$ cat src/rtl/simmem_pkg.sv
`default_nettype none
// ============================================================================
// Module      : simmem_pkg
// Description : Shared constants and types for the simulated-memory bank
//               timing model.
// Revision    : 1.0 - initial release
// ============================================================================
package simmem_pkg;

  localparam int GlobalMemoryCapaWidth = 16;
  localparam int NumBanks              = 4;
  localparam int BankIdxWidth          = $clog2(NumBanks);
  localparam int ClosePage             = 0;
  localparam int IDWidth               = 4;

  // Per-bank lifecycle: waiting for work, counting down cost, holding result
  typedef enum logic [1:0] {
    IDLE = 2'd0,
    BUSY = 2'd1,
    DONE = 2'd2
  } bank_state_e;

endpackage
`default_nettype wire

$ cat src/rtl/simmem_rr_arbiter.sv
`default_nettype none
// ============================================================================
// Module      : simmem_rr_arbiter
// Description : Round-robin arbiter with one-hot grant. The grant is frozen
//               while requests are pending and not yet advanced, so the
//               selected requester stays stable under back-pressure.
// Revision    : 1.0 - initial release
// ============================================================================
module simmem_rr_arbiter #(
  parameter int NumReq = 4
) (
  input  logic              clk,
  input  logic              rst,
  input  logic [NumReq-1:0] i_req,
  input  logic              i_advance,
  output logic [NumReq-1:0] o_gnt
);

  localparam int c_ptr_w = (NumReq > 1) ? $clog2(NumReq) : 1;

  logic [c_ptr_w-1:0] r_ptr;
  logic               r_hold;
  logic [NumReq-1:0]  r_held;
  logic [NumReq-1:0]  w_rr;
  logic [c_ptr_w-1:0] w_idx;
  logic [c_ptr_w-1:0] w_gnt_idx;

  // Scan from lowest priority to highest so the highest-priority request wins
  always_comb begin
    w_rr  = '0;
    w_idx = '0;
    for (int k = NumReq - 1; k >= 0; k--) begin
      w_idx = c_ptr_w'((int'(r_ptr) + k) % NumReq);
      if (i_req[w_idx]) begin
        w_rr        = '0;
        w_rr[w_idx] = 1'b1;
      end
    end
  end

  assign o_gnt = r_hold ? r_held : w_rr;

  // Index of the granted requester, used to move the priority pointer
  always_comb begin
    w_gnt_idx = '0;
    for (int k = 0; k < NumReq; k++) begin
      if (o_gnt[k]) begin
        w_gnt_idx = c_ptr_w'(k);
      end
    end
  end

  // Pointer moves past the winner on advance; otherwise a pending grant is frozen
  always_ff @(posedge clk) begin
    if (rst) begin
      r_ptr  <= '0;
      r_hold <= 1'b0;
      r_held <= '0;
    end else if (i_advance) begin
      r_ptr  <= (w_gnt_idx == c_ptr_w'(NumReq - 1)) ? '0 : w_gnt_idx + 1'b1;
      r_hold <= 1'b0;
    end else begin
      r_hold <= |i_req;
      r_held <= o_gnt;
    end
  end

endmodule
`default_nettype wire

$ cat src/rtl/simmem_bank_timer.sv
`default_nettype none
// ============================================================================
// Module      : simmem_bank_timer
// Description : DRAM bank timing model. Each bank tracks its open row and
//               charges row-hit / activation / precharge costs per access;
//               completions are returned through a round-robin arbiter.
// Revision    : 1.0 - initial release
// ============================================================================
module simmem_bank_timer
  import simmem_pkg::*;
#(
  parameter int NumBanks          = simmem_pkg::NumBanks,
  parameter int AddrWidth         = GlobalMemoryCapaWidth,
  parameter int RowBufferLenWidth = 8,
  parameter int IDWidth           = simmem_pkg::IDWidth,
  parameter int RowHitCost        = 10,
  parameter int PrechargeCost     = 50,
  parameter int ActivationCost    = 45,
  parameter int ClosePage         = simmem_pkg::ClosePage,
  parameter int LatWidth          = 8
) (
  input  logic                 clk_i,
  input  logic                 rst_i,
  input  logic                 req_valid_i,
  output logic                 req_ready_o,
  input  logic [AddrWidth-1:0] req_addr_i,
  input  logic [IDWidth-1:0]   req_id_i,
  input  logic                 req_is_write_i,
  output logic                 done_valid_o,
  input  logic                 done_ready_i,
  output logic [IDWidth-1:0]   done_id_o,
  output logic                 done_is_write_o,
  output logic [LatWidth-1:0]  done_latency_o
);

  localparam int c_bank_bits = $clog2(NumBanks);
  localparam int c_sel_w     = (c_bank_bits > 0) ? c_bank_bits : 1;
  localparam int c_row_lsb   = RowBufferLenWidth + c_bank_bits;
  localparam int c_row_w     = AddrWidth - c_row_lsb;
  localparam int c_max_cost  = PrechargeCost + ActivationCost + RowHitCost;

  localparam logic [LatWidth-1:0] c_cost_hit  = LatWidth'(RowHitCost);
  localparam logic [LatWidth-1:0] c_cost_miss = LatWidth'(ActivationCost + RowHitCost);
  localparam logic [LatWidth-1:0] c_cost_conf = LatWidth'(c_max_cost);

  // Reject parameter sets whose costs cannot be represented or are zero
  if (RowHitCost < 1) begin : g_chk_hit_cost
    $error("simmem_bank_timer: RowHitCost must be at least 1");
  end
  if (c_max_cost > (1 << LatWidth) - 1) begin : g_chk_lat_width
    $error("simmem_bank_timer: worst-case cost does not fit in LatWidth bits");
  end

  logic [c_sel_w-1:0]  w_bank_sel;
  logic [c_row_w-1:0]  w_row;
  logic                w_unused_addr;
  logic                w_accept;
  logic                w_done_hs;
  logic [NumBanks-1:0] w_idle;
  logic [NumBanks-1:0] w_done;
  logic [NumBanks-1:0] w_gnt;
  logic [NumBanks-1:0] w_wr;
  logic [IDWidth-1:0]  w_id  [NumBanks];
  logic [LatWidth-1:0] w_lat [NumBanks];

  if (c_bank_bits > 0) begin : g_sel_multi
    assign w_bank_sel = req_addr_i[RowBufferLenWidth +: c_sel_w];
  end else begin : g_sel_single
    assign w_bank_sel = '0;
  end

  assign w_row         = req_addr_i[AddrWidth-1:c_row_lsb];
  assign w_unused_addr = ^req_addr_i[RowBufferLenWidth-1:0];

  assign req_ready_o = w_idle[w_bank_sel];
  assign w_accept    = req_valid_i & req_ready_o;
  assign done_valid_o = |w_done;
  assign w_done_hs   = done_valid_o & done_ready_i;

  for (genvar b = 0; b < NumBanks; b++) begin : g_bank
    bank_state_e         r_state;
    logic [c_row_w-1:0]  r_row;
    logic                r_row_vld;
    logic [LatWidth-1:0] r_cnt;
    logic [LatWidth-1:0] r_cost;
    logic [IDWidth-1:0]  r_id;
    logic                r_wr;
    logic                w_sel;
    logic [LatWidth-1:0] w_cost;

    assign w_sel  = w_accept && (w_bank_sel == c_sel_w'(b));
    assign w_cost = !r_row_vld       ? c_cost_miss :
                    (r_row == w_row) ? c_cost_hit  : c_cost_conf;

    // Bank lifecycle: latch request, count down its cost, hold until drained
    always_ff @(posedge clk_i) begin
      if (rst_i) begin
        r_state   <= IDLE;
        r_row     <= '0;
        r_row_vld <= 1'b0;
        r_cnt     <= '0;
        r_cost    <= '0;
        r_id      <= '0;
        r_wr      <= 1'b0;
      end else begin
        case (r_state)
          IDLE: begin
            if (w_sel) begin
              r_state   <= BUSY;
              r_id      <= req_id_i;
              r_wr      <= req_is_write_i;
              r_cost    <= w_cost;
              r_cnt     <= w_cost - 1'b1;
              r_row     <= w_row;
              r_row_vld <= 1'b1;
            end
          end
          BUSY: begin
            if (r_cnt == '0) begin
              r_state <= DONE;
            end else begin
              r_cnt <= r_cnt - 1'b1;
            end
          end
          DONE: begin
            if (w_done_hs && w_gnt[b]) begin
              r_state <= IDLE;
              if (ClosePage != 0) begin
                r_row_vld <= 1'b0;
              end
            end
          end
          default: r_state <= IDLE;
        endcase
      end
    end

    assign w_idle[b] = (r_state == IDLE);
    assign w_done[b] = (r_state == DONE);
    assign w_wr[b]   = r_wr;
    assign w_id[b]   = r_id;
    assign w_lat[b]  = r_cost;
  end

  simmem_rr_arbiter #(
    .NumReq (NumBanks)
  ) u_arb (
    .clk       (clk_i),
    .rst       (rst_i),
    .i_req     (w_done),
    .i_advance (w_done_hs),
    .o_gnt     (w_gnt)
  );

  // AND-OR mux of the granted bank; all zeros when nothing is DONE
  always_comb begin
    done_id_o       = '0;
    done_is_write_o = 1'b0;
    done_latency_o  = '0;
    for (int b = 0; b < NumBanks; b++) begin
      if (w_gnt[b]) begin
        done_id_o       = done_id_o | w_id[b];
        done_is_write_o = done_is_write_o | w_wr[b];
        done_latency_o  = done_latency_o | w_lat[b];
      end
    end
  end

endmodule
`default_nettype wire

$ cat config.mk
export PLATFORM = sky130hd
export DESIGN_NAME = simmem_bank_timer
export DESIGN_NICKNAME = d
export VERILOG_FILES = /design/src/rtl/simmem_pkg.sv /design/src/rtl/simmem_rr_arbiter.sv /design/src/rtl/simmem_bank_timer.sv
export SDC_FILE = /design/constraint.sdc
export NUM_CORES = 1
export LEC_CHECK = 0
export CORE_UTILIZATION = 59
export DETAILED_ROUTE_END_ITERATION = 10
export PLACE_DENSITY_LB_ADDON = 0.15
export SYNTH_ARGS = -nofsm -noshare
export SYNTH_HDL_FRONTEND = slang
export SYNTH_HIERARCHICAL = 1
export SYNTH_SLANG_ARGS = --single-unit
$ cat constraint.sdc
create_clock -name clk_i -period 4 [get_ports clk_i]
set_input_delay 0.8 -clock clk_i [delete_from_list [all_inputs] [get_ports clk_i]]
set_output_delay 0.8 -clock clk_i [all_outputs]
set_load 0.01 [all_outputs]
==> results.txt, run 1 <==
----------------------------------------------------
[Route]
  First drt pass iteration count ... 5
  Number of DRC markers in iteration 0 ... between 400 and 500
  Total length of routed wires ... roughly 16 mm
  Avg WL per Cell ... roughly 17 µm
  Count of vias placed by the detailed router ... just under 6000
  Vias/cell ... 6.196
  Post-DRT Antenna Nets ... 0
  Detailed-route DRC error count ... 0

[Timing]
  Fmax ... between 200 and 300 MHz
  RSZ-0062 raised after global routing ... true
  Worst-case headroom to the max-slew limit ... 33.11%
  Transition time of the tightest slew-check pin ... approximately 1 ns
  Minimum clock period ... around 4 ns
  Total of endpoints with negative setup slack in the final report ... 0
  Setup TNS after final layout ... 0 ns
  Final count of hold timing violations ... 0
  Share of the clock period used by the worst path after layout ... a little over nine tenths
  Final worst clock skew ... between 0.006 and 0.007 ns
  Final max-slew violation count ... 0
  Worst-case setup margin in the final layout ... 0.04288 ns

[Hold path]
  Worst Hold Depth ... 2
  Worst min-delay path endpoint ... g_bank[1].r_cnt[7]
  Start point of the worst min-delay path ... g_bank[1].r_cnt[7]
  Worst min path class ... flop to flop

[Setup path]
  Crit-path max FO ... 6
  Req. time, crit path ... 3.20 ns
  Crit-path slowest cell ... sky130_fd_sc_hd__mux4_2
  CP cell instances ... nor2b_1 -> buf_4 -> mux4_2 -> buf_4 -> a211o_1 -> o21ai_4 -> a22oi_1 -> nand2_1 -> clkdlybuf4s15_1
  Category of the worst setup path capture point ... output pin
  Length in cells of the worst reg-to-reg path ... 10
  Capture point of the worst reg-to-reg path ... g_bank[2].r_cnt[6]
  Arrival time worst endpoint ... approximately 3.2 ns
  Crit Path Category ... flop to output pin
  R2R Setup Slk ... approximately 1.0 ns
  Launch point of the worst reg-to-reg path ... g_bank[2].r_row[5]
  CP Launch Type ... flop
  Cell with the most instances on the worst path ... sky130_fd_sc_hd__buf_4
  Crit path largest cell delay ... around 0.53 ns

[Place]
  Global placement routability congestion ... around 0.9
  Count of port buffers added during placement ... 30
  Placed instance area ... 6354 µm²
  HPWL after detailed placement ... about 10 mm
  Post-Place Worst Slack ... -0.04216 ns

[Clock network]
  Number of buffers added to fix hold violations after cts ... 0
  Post-CTS clock slew at the launch and capture registers of the worst setup and hold paths ... 0.06 ns
  CTS root buf ... sky130_fd_sc_hd__clkbuf_8
  Clock insertion delay at the later pin of the skew report ... approximately 0.52 ns
  Level count of the clock H-tree ... 4
  Clock sink total ... roughly 120
  CTS tree ... done
  Clock buffer depth ... 2
  Cts bufs inserted ... 17

[Yosys]
  Cell Area, Synth ... about 5800 µm²
  Number of nets produced by synthesis ... approximately 790
  Share of the yosys chip area belonging to registers ... 39.44%
  Number of storage elements in the synthesis netlist ... roughly 120
  Mean Syn Cell Area ... roughly 7.7 µm²
  EDFF count, synth ... 0
  Number of library cell types mapped by synthesis ... between 60 and 70
  Synthesized netlist cell count ... 754
  Leading register cell type out of synthesis ... sky130_fd_sc_hd__dfxtp_1
  Asr flop ratio synth ... 0%
  Yosys warning total ... 6

[GRT]
  Total track usage ... about a third
  Vias in the first global route ... about 5400
  Remaining global-route overflow ... 0
  First-pass GRT wire length ... ~26 mm
  Number of antenna violations at the first check in global routing ... 0
  Largest net degree at the start of global routing ... 98

[Power and ir drop]
  Maximum resistive drop on vdd ... 0.3072 mV
  Static Leakage ... 2.690 nW
  Power density normalized to cell area ... around 450 nW/µm²
  Post-route total power ... between 3 and 4 mW

[Floorplan]
  Chip width ... between 100 and 150 µm
  Top-level port count ... 40
  Core region area ... ~9400 µm²
  Vertical die dimension ... around 100 µm
  Initial cell density of the core ... a little over 60%
  Area of the die ... 10300 µm²
  Number of standard-cell rows in the floorplan ... 35

[Finish]
  Relative area change from synthesis to final layout ... 21.93%
  Share of final-layout standard cells stronger than drive strength 1 ... about 15%
  Number of nets at the end of the flow ... between 800 and 900
  Post-route cell area ... just over 7000 µm²
  Commonest cells after routing, fill and taps aside ... sky130_fd_sc_hd__nand2_1, sky130_fd_sc_hd__dfxtp_1, sky130_fd_sc_hd__a21oi_1
  Commonest non-fill, non-tap cell in the layout ... sky130_fd_sc_hd__nand2_1
  Antenna diodes ... 0
  Finished Core Util ... 75.59%

[Outcome]
  Run status ... completed

[Flow run]
  Max cap viols ... 0

----------------------------------------------------
[timing repair]
item,in CTS,in global routing
resized for setup,28,33
cloned,1,1
setup buffers,3,4
endpoints found under the setup margin,12,12
pin swaps,2,6
[sequential cells by signal (all words and copies together) (netlist names)]
register,flops
u_arb/r_held,4
g_bank.r_cnt,32
g_bank.r_id,16
g_bank.r_row,24
g_bank.r_cost,20
g_bank.r_state,8
g_bank.r_row_vld,4
u_arb/r_ptr,2
u_arb/r_hold,1
g_bank.r_wr,4
[how the worst max path moves through the flow]
stage	startpoint	to	slack (ns)	cells past startpoint
2_1_floorplan	u_arb/r_ptr[0]	done_latency_o[4]	0.29	12
3_3_place_gp	g_bank[2].r_state[1]	done_latency_o[4]	0.09	10
3_5_place_dp	g_bank[2].r_state[1]	done_latency_o[2]	-0.04	10
4_1_cts	g_bank[0].r_state[1]	done_latency_o[2]	-0.0002	9
5_1_grt	u_arb/r_ptr[0]	done_latency_o[3]	-0.03	11
6_report	g_bank[0].r_state[1]	done_id_o[0]	0.04	9
[per-layer routing]
| metal | track usage [%] | up-vias | part of all wire, % |
|---|---|---|---|
| met1 | 41.75 | 2780 | 43 |
| li1 | - | 2739 | - |
| met4 | 11.15 | 0 | 1.7 |
| met5 | 0 | - | 0 |
| met2 | 54.74 | 259 | 49 |
| met3 | 5.452 | 28 | 7.0 |
[synthesized netlist by cell type (12+ instances only)]
master,number,area share (%)
sky130_fd_sc_hd__nor4_1,12,1.3
sky130_fd_sc_hd__nand2_1,150,9.6
sky130_fd_sc_hd__o21ai_0,31,2.7
sky130_fd_sc_hd__a22oi_1,22,2.8
sky130_fd_sc_hd__a21oi_1,85,7.3
sky130_fd_sc_hd__clkbuf_1,45,2.9
sky130_fd_sc_hd__ha_1,12,2.6
sky130_fd_sc_hd__inv_1,12,0.77
sky130_fd_sc_hd__xor2_1,24,3.6
sky130_fd_sc_hd__dfxtp_1,115,39
sky130_fd_sc_hd__nor3_1,24,2.1
sky130_fd_sc_hd__nor2_1,67,4.3
[critical path: cells and delay by family (launching register included)]
family	cells	cell delay, ns
and+or+nand+nor	2	0.31
AOI/OAI and AO/OA	3	0.87
DFF	1	0.34
buffers and inverters	3	0.59
muxes	1	0.53
[through the flow]
stage / hold WS, ns / cells
after floorplan: 0.4119 / 754
after global placement: 0.4215 / 897
after detailed placement: 0.4301 / 897
after CTS: 0.4450 / 932
after global routing: 0.4706 / 937
final: 0.4461 / 937
[power by group]
part | switching, mW | internal, mW
clock | 0.537 | 0.978
sequential | 0.0564 | 1.20
combinational | 0.266 | 0.181
[logic make-up (layout without fill, tap and decap cells)]
logic type	count (synthesis)	in the layout	synth area share, %
other cells	1	1	0.06425
compound gates	202	203	21.67
flops	115	115	39.44
mux	13	14	2.722
buf+inv	63	115	4.287
xor+xnor	26	26	3.901
fa+ha+maj	12	12	2.572
simple gates	322	322	25.34
[cell type report]
| cell class | instances | area [µm²] |
|---|---|---|
| Tap cell | 129 | 161.4 |
| Clock buffer | 19 | 441.7 |
| Sequential cell | 115 | 2306 |
| Clock inverter | 12 | 157.7 |
| Timing Repair Buffer | 72 | 576.8 |
| Fill cell | 693 | 2298 |
| Multi-Input combinational cell | 578 | 3428 |
| Inverter | 12 | 45.04 |
Power figures use the tool's default switching activity.
==> run 2: changes to the inputs <==
==> constraint.sdc (replaced) <==
create_clock -name clk_i -period 4 [get_ports clk_i]
set_input_delay 0.8 -clock clk_i [delete_from_list [all_inputs] [get_ports clk_i]]
set_output_delay 0.8 -clock clk_i [all_outputs]
set_load 0.02 [all_outputs]
==> run 2 against run 1 <==
  * Routed wire length decreased by 3.4%
  * Global-route usage rose by 0.12 points
  * Combinational power decreased by 4%
  * Core utilization is 1.9 points lower
  * Clock power shrank 6%
  * Power is 3.0% lower
  * Sequential share of layout area rose by 0.78 points
  * Sequential power about the same
  * First-iteration DRC count shrank 0.41%
  * Critical path type unchanged
  * Largest cell class unchanged
==> results.txt, run 2 (same netlist as run 1, synthesis figures left out) <==
----------------------------------------------------
[Clock network]
  CTS tree ... done
  Post-CTS clock slew at the launch and capture registers of the worst setup and hold paths ... 0.06 ns
  CTS root buf ... sky130_fd_sc_hd__clkbuf_8
  Clock buffer depth ... 2
  Cts bufs inserted ... 17
  Clock insertion delay at the later pin of the skew report ... about 0.52 ns
  Level count of the clock H-tree ... 4
  Number of buffers added to fix hold violations after cts ... 0
  Clock sink total ... 115

[Finish]
  Relative area change from synthesis to final layout ... 18.93%
  Commonest cells after routing, fill and taps aside ... sky130_fd_sc_hd__nand2_1, sky130_fd_sc_hd__dfxtp_1, sky130_fd_sc_hd__a21oi_1
  Antenna diodes ... 0
  Share of final-layout standard cells stronger than drive strength 1 ... 13.08%
  Top flop regs ... g_bank.r_cnt (32), g_bank.r_row (24), g_bank.r_cost (20)
  Total area of multi-input combinational cells ... between 3000 and 4000 µm²
  Register cell area after layout ... ~2300 µm²
  Register with the most flip-flops ... g_bank.r_cnt
  Commonest non-fill, non-tap cell in the layout ... sky130_fd_sc_hd__nand2_1
  Number of flip-flops in the largest register ... 32
  Number of nets at the end of the flow ... around 830
  Number of non-filler instances in the completed layout ... about 930
  Filler Cell Count ... ~710

[Power and ir drop]
  Maximum resistive drop on vdd ... between 0.3 and 0.4 mV
  Static Leakage ... ~2.7 nW
  Power density normalized to cell area ... ~450 nW/µm²

[Setup path]
  Crit path largest cell delay ... 0.40 ns
  Req. time, crit path ... approximately 3.2 ns
  Category of the worst setup path capture point ... output pin
  Crit-path slowest cell ... sky130_fd_sc_hd__dfxtp_1
  CP cell instances ... nor2b_2 -> mux2_2 -> mux2i_1 -> and4_1 -> o31a_1 -> a21o_1 -> mux2_4 -> buf_4 -> a22oi_2 -> nand2_1 -> buf_2
  Arrival time worst endpoint ... between 3 and 4 ns
  Dominant delay contributor by cell family on the critical path ... multiplexers
  Crit path buf inv count ... 2
  CP Launch Type ... flop
  Crit-path max FO ... 6
  Crit Path Category ... flop to output pin

[GRT]
  Vias in the first global route ... between 5000 and 6000
  First-pass GRT wire length ... 25.79 mm
  Number of antenna violations at the first check in global routing ... 0
  Largest net degree at the start of global routing ... about 100
  Remaining global-route overflow ... 0
  Total track usage ... 32.44%

[Flow run]
  Max cap viols ... 0

[Route]
  Post-DRT Antenna Nets ... 0
  Count of vias placed by the detailed router ... around 5700
  First drt pass iteration count ... 5
  Vias/cell ... 6.098
  Total length of routed wires ... 15.58 mm
  Detailed-route DRC error count ... 0
  Number of DRC markers in iteration 0 ... 481
  Avg WL per Cell ... 16.72 µm

[Timing]
  Setup TNS after final layout ... 0 ns
  RSZ-0062 raised after global routing ... true
  Share of the clock period used by the worst path after layout ... 98.85%
  Worst-case headroom to the max-slew limit ... 34.80%
  Fmax ... ~250 MHz
  Minimum clock period ... slightly below 4 ns
  Total of endpoints with negative setup slack in the final report ... 0
  Final max-slew violation count ... 0
  Hold Worst Slack ... approximately 0.44 ns
  Final count of hold timing violations ... 0
  Final worst clock skew ... between 0.008 and 0.009 ns
  Transition time of the tightest slew-check pin ... around 0.98 ns

[Outcome]
  Run status ... completed

[Place]
  Global placement routability congestion ... ~0.9
  HPWL after detailed placement ... 10.21 mm
  Count of port buffers added during placement ... 30
  Placed instance count ... ~900

[Floorplan]
  Core region area ... about 9400 µm²
  Number of standard-cell rows in the floorplan ... 35
  Chip width ... a little over 100 µm
  Vertical die dimension ... around 100 µm
  Area of the die ... just over 10000 µm²
  Top-level port count ... 40
  Initial cell density of the core ... between 60% and 70%

[Hold path]
  Worst min path class ... flop to flop

----------------------------------------------------
run 2: cell types whose count changed in the layout (fill, tap and decap cells not counted), moves of 3 or more:
cell | previous run | this run
sky130_fd_sc_hd__a22oi_1 | 15 | 20
sky130_fd_sc_hd__a22oi_2 | 7 | 2
sky130_fd_sc_hd__buf_2 | 1 | 4
sky130_fd_sc_hd__buf_4 | 43 | 39
sky130_fd_sc_hd__clkbuf_1 | 0 | 3
sky130_fd_sc_hd__clkdlybuf4s15_1 | 4 | 0
sky130_fd_sc_hd__clkinvlp_4 | 3 | 0
sky130_fd_sc_hd__nor2b_2 | 1 | 4
run 2: final timing paths:
kind | startpoint | end | slack, ns | depth (start not counted)
setup / recovery | g_bank[3].r_state[1] | done_id_o[0] | 0.05 | 11
hold / removal | g_bank[1].r_cnt[7] | g_bank[1].r_cnt[7] | 0.44 | 2
setup reg to reg | g_bank[2].r_row[5] | g_bank[2].r_cnt[6] | 1.12 | 10
hold reg to reg | g_bank[1].r_cnt[7] | g_bank[1].r_cnt[7] | 0.44 | 2
run 2: worst reg2reg max path, cell delays in order, from the launching register on:
cell and delay (ns):
sky130_fd_sc_hd__dfxtp_1 0.32, sky130_fd_sc_hd__xor2_1 0.14, sky130_fd_sc_hd__nor4_1 0.54, sky130_fd_sc_hd__nand2_1 0.15, sky130_fd_sc_hd__o22ai_1 0.19, sky130_fd_sc_hd__ha_1 0.26
sky130_fd_sc_hd__or3b_2 0.50, sky130_fd_sc_hd__nor4_1 0.35, sky130_fd_sc_hd__nor3b_1 0.09, sky130_fd_sc_hd__o21ai_0 0.11, sky130_fd_sc_hd__o41ai_1 0.09
run 2: layer usage:
layer	GRT usage (%)	routed length, µm
met5	0	0
met3	6.970	1180
met2	54.68	7560
met1	40.70	6447
met4	12.49	392
run 2: area by class of cell:
| class | count | share of cell area, % |
|---|---|---|
| Multi-Input combinational cell | 577 | 48.25 |
| Sequential cell | 115 | 33.18 |
| Timing Repair Buffer | 68 | 7.534 |
| Inverter | 12 | 0.6489 |
| Tap cell | 129 | 2.325 |
| Clock buffer | 22 | 6.525 |
| Clock inverter | 9 | 1.532 |
run 2: what timing repair did:
action                                  CTS  global route
setup buffers                             0             3
endpoints found under the setup margin   12            12
pin swaps                                 0             2
gates resized for setup                  28            26
gates cloned                              1             0
run 2: power breakdown:
part           internal (mW)  switching (mW)  total, mW
combinational          0.174           0.257      0.431
sequential              1.20          0.0569       1.26
clock                  0.913           0.519       1.43
total                   2.29           0.833       3.12
run 2: metrics by stage:
step                      util [%]  worst slack [ns]  power, mW  cell area (µm²)
after global routing         73.73          -0.03878      3.243             6942
after global placement       67.48            0.1814      1.672             6354
after floorplan                  -            0.1918      1.553             5837
final                        73.73           0.04620      3.122             6942
after detailed placement     67.48            0.1303      1.688             6354
after CTS                    73.85          0.001360      3.115             6953
==> run 3: changes to the inputs <==
--- a/config.mk
+++ b/config.mk
@@ -6,6 +6,7 @@
 export NUM_CORES = 1
 export LEC_CHECK = 0
 export CORE_UTILIZATION = 59
+export CTS_CLUSTER_SIZE = 14
 export DETAILED_ROUTE_END_ITERATION = 10
 export PLACE_DENSITY_LB_ADDON = 0.15
 export SYNTH_ARGS = -nofsm -noshare
==> results of run 3 <==
The final DEF is identical to that of run 2; final timing and power are the same.
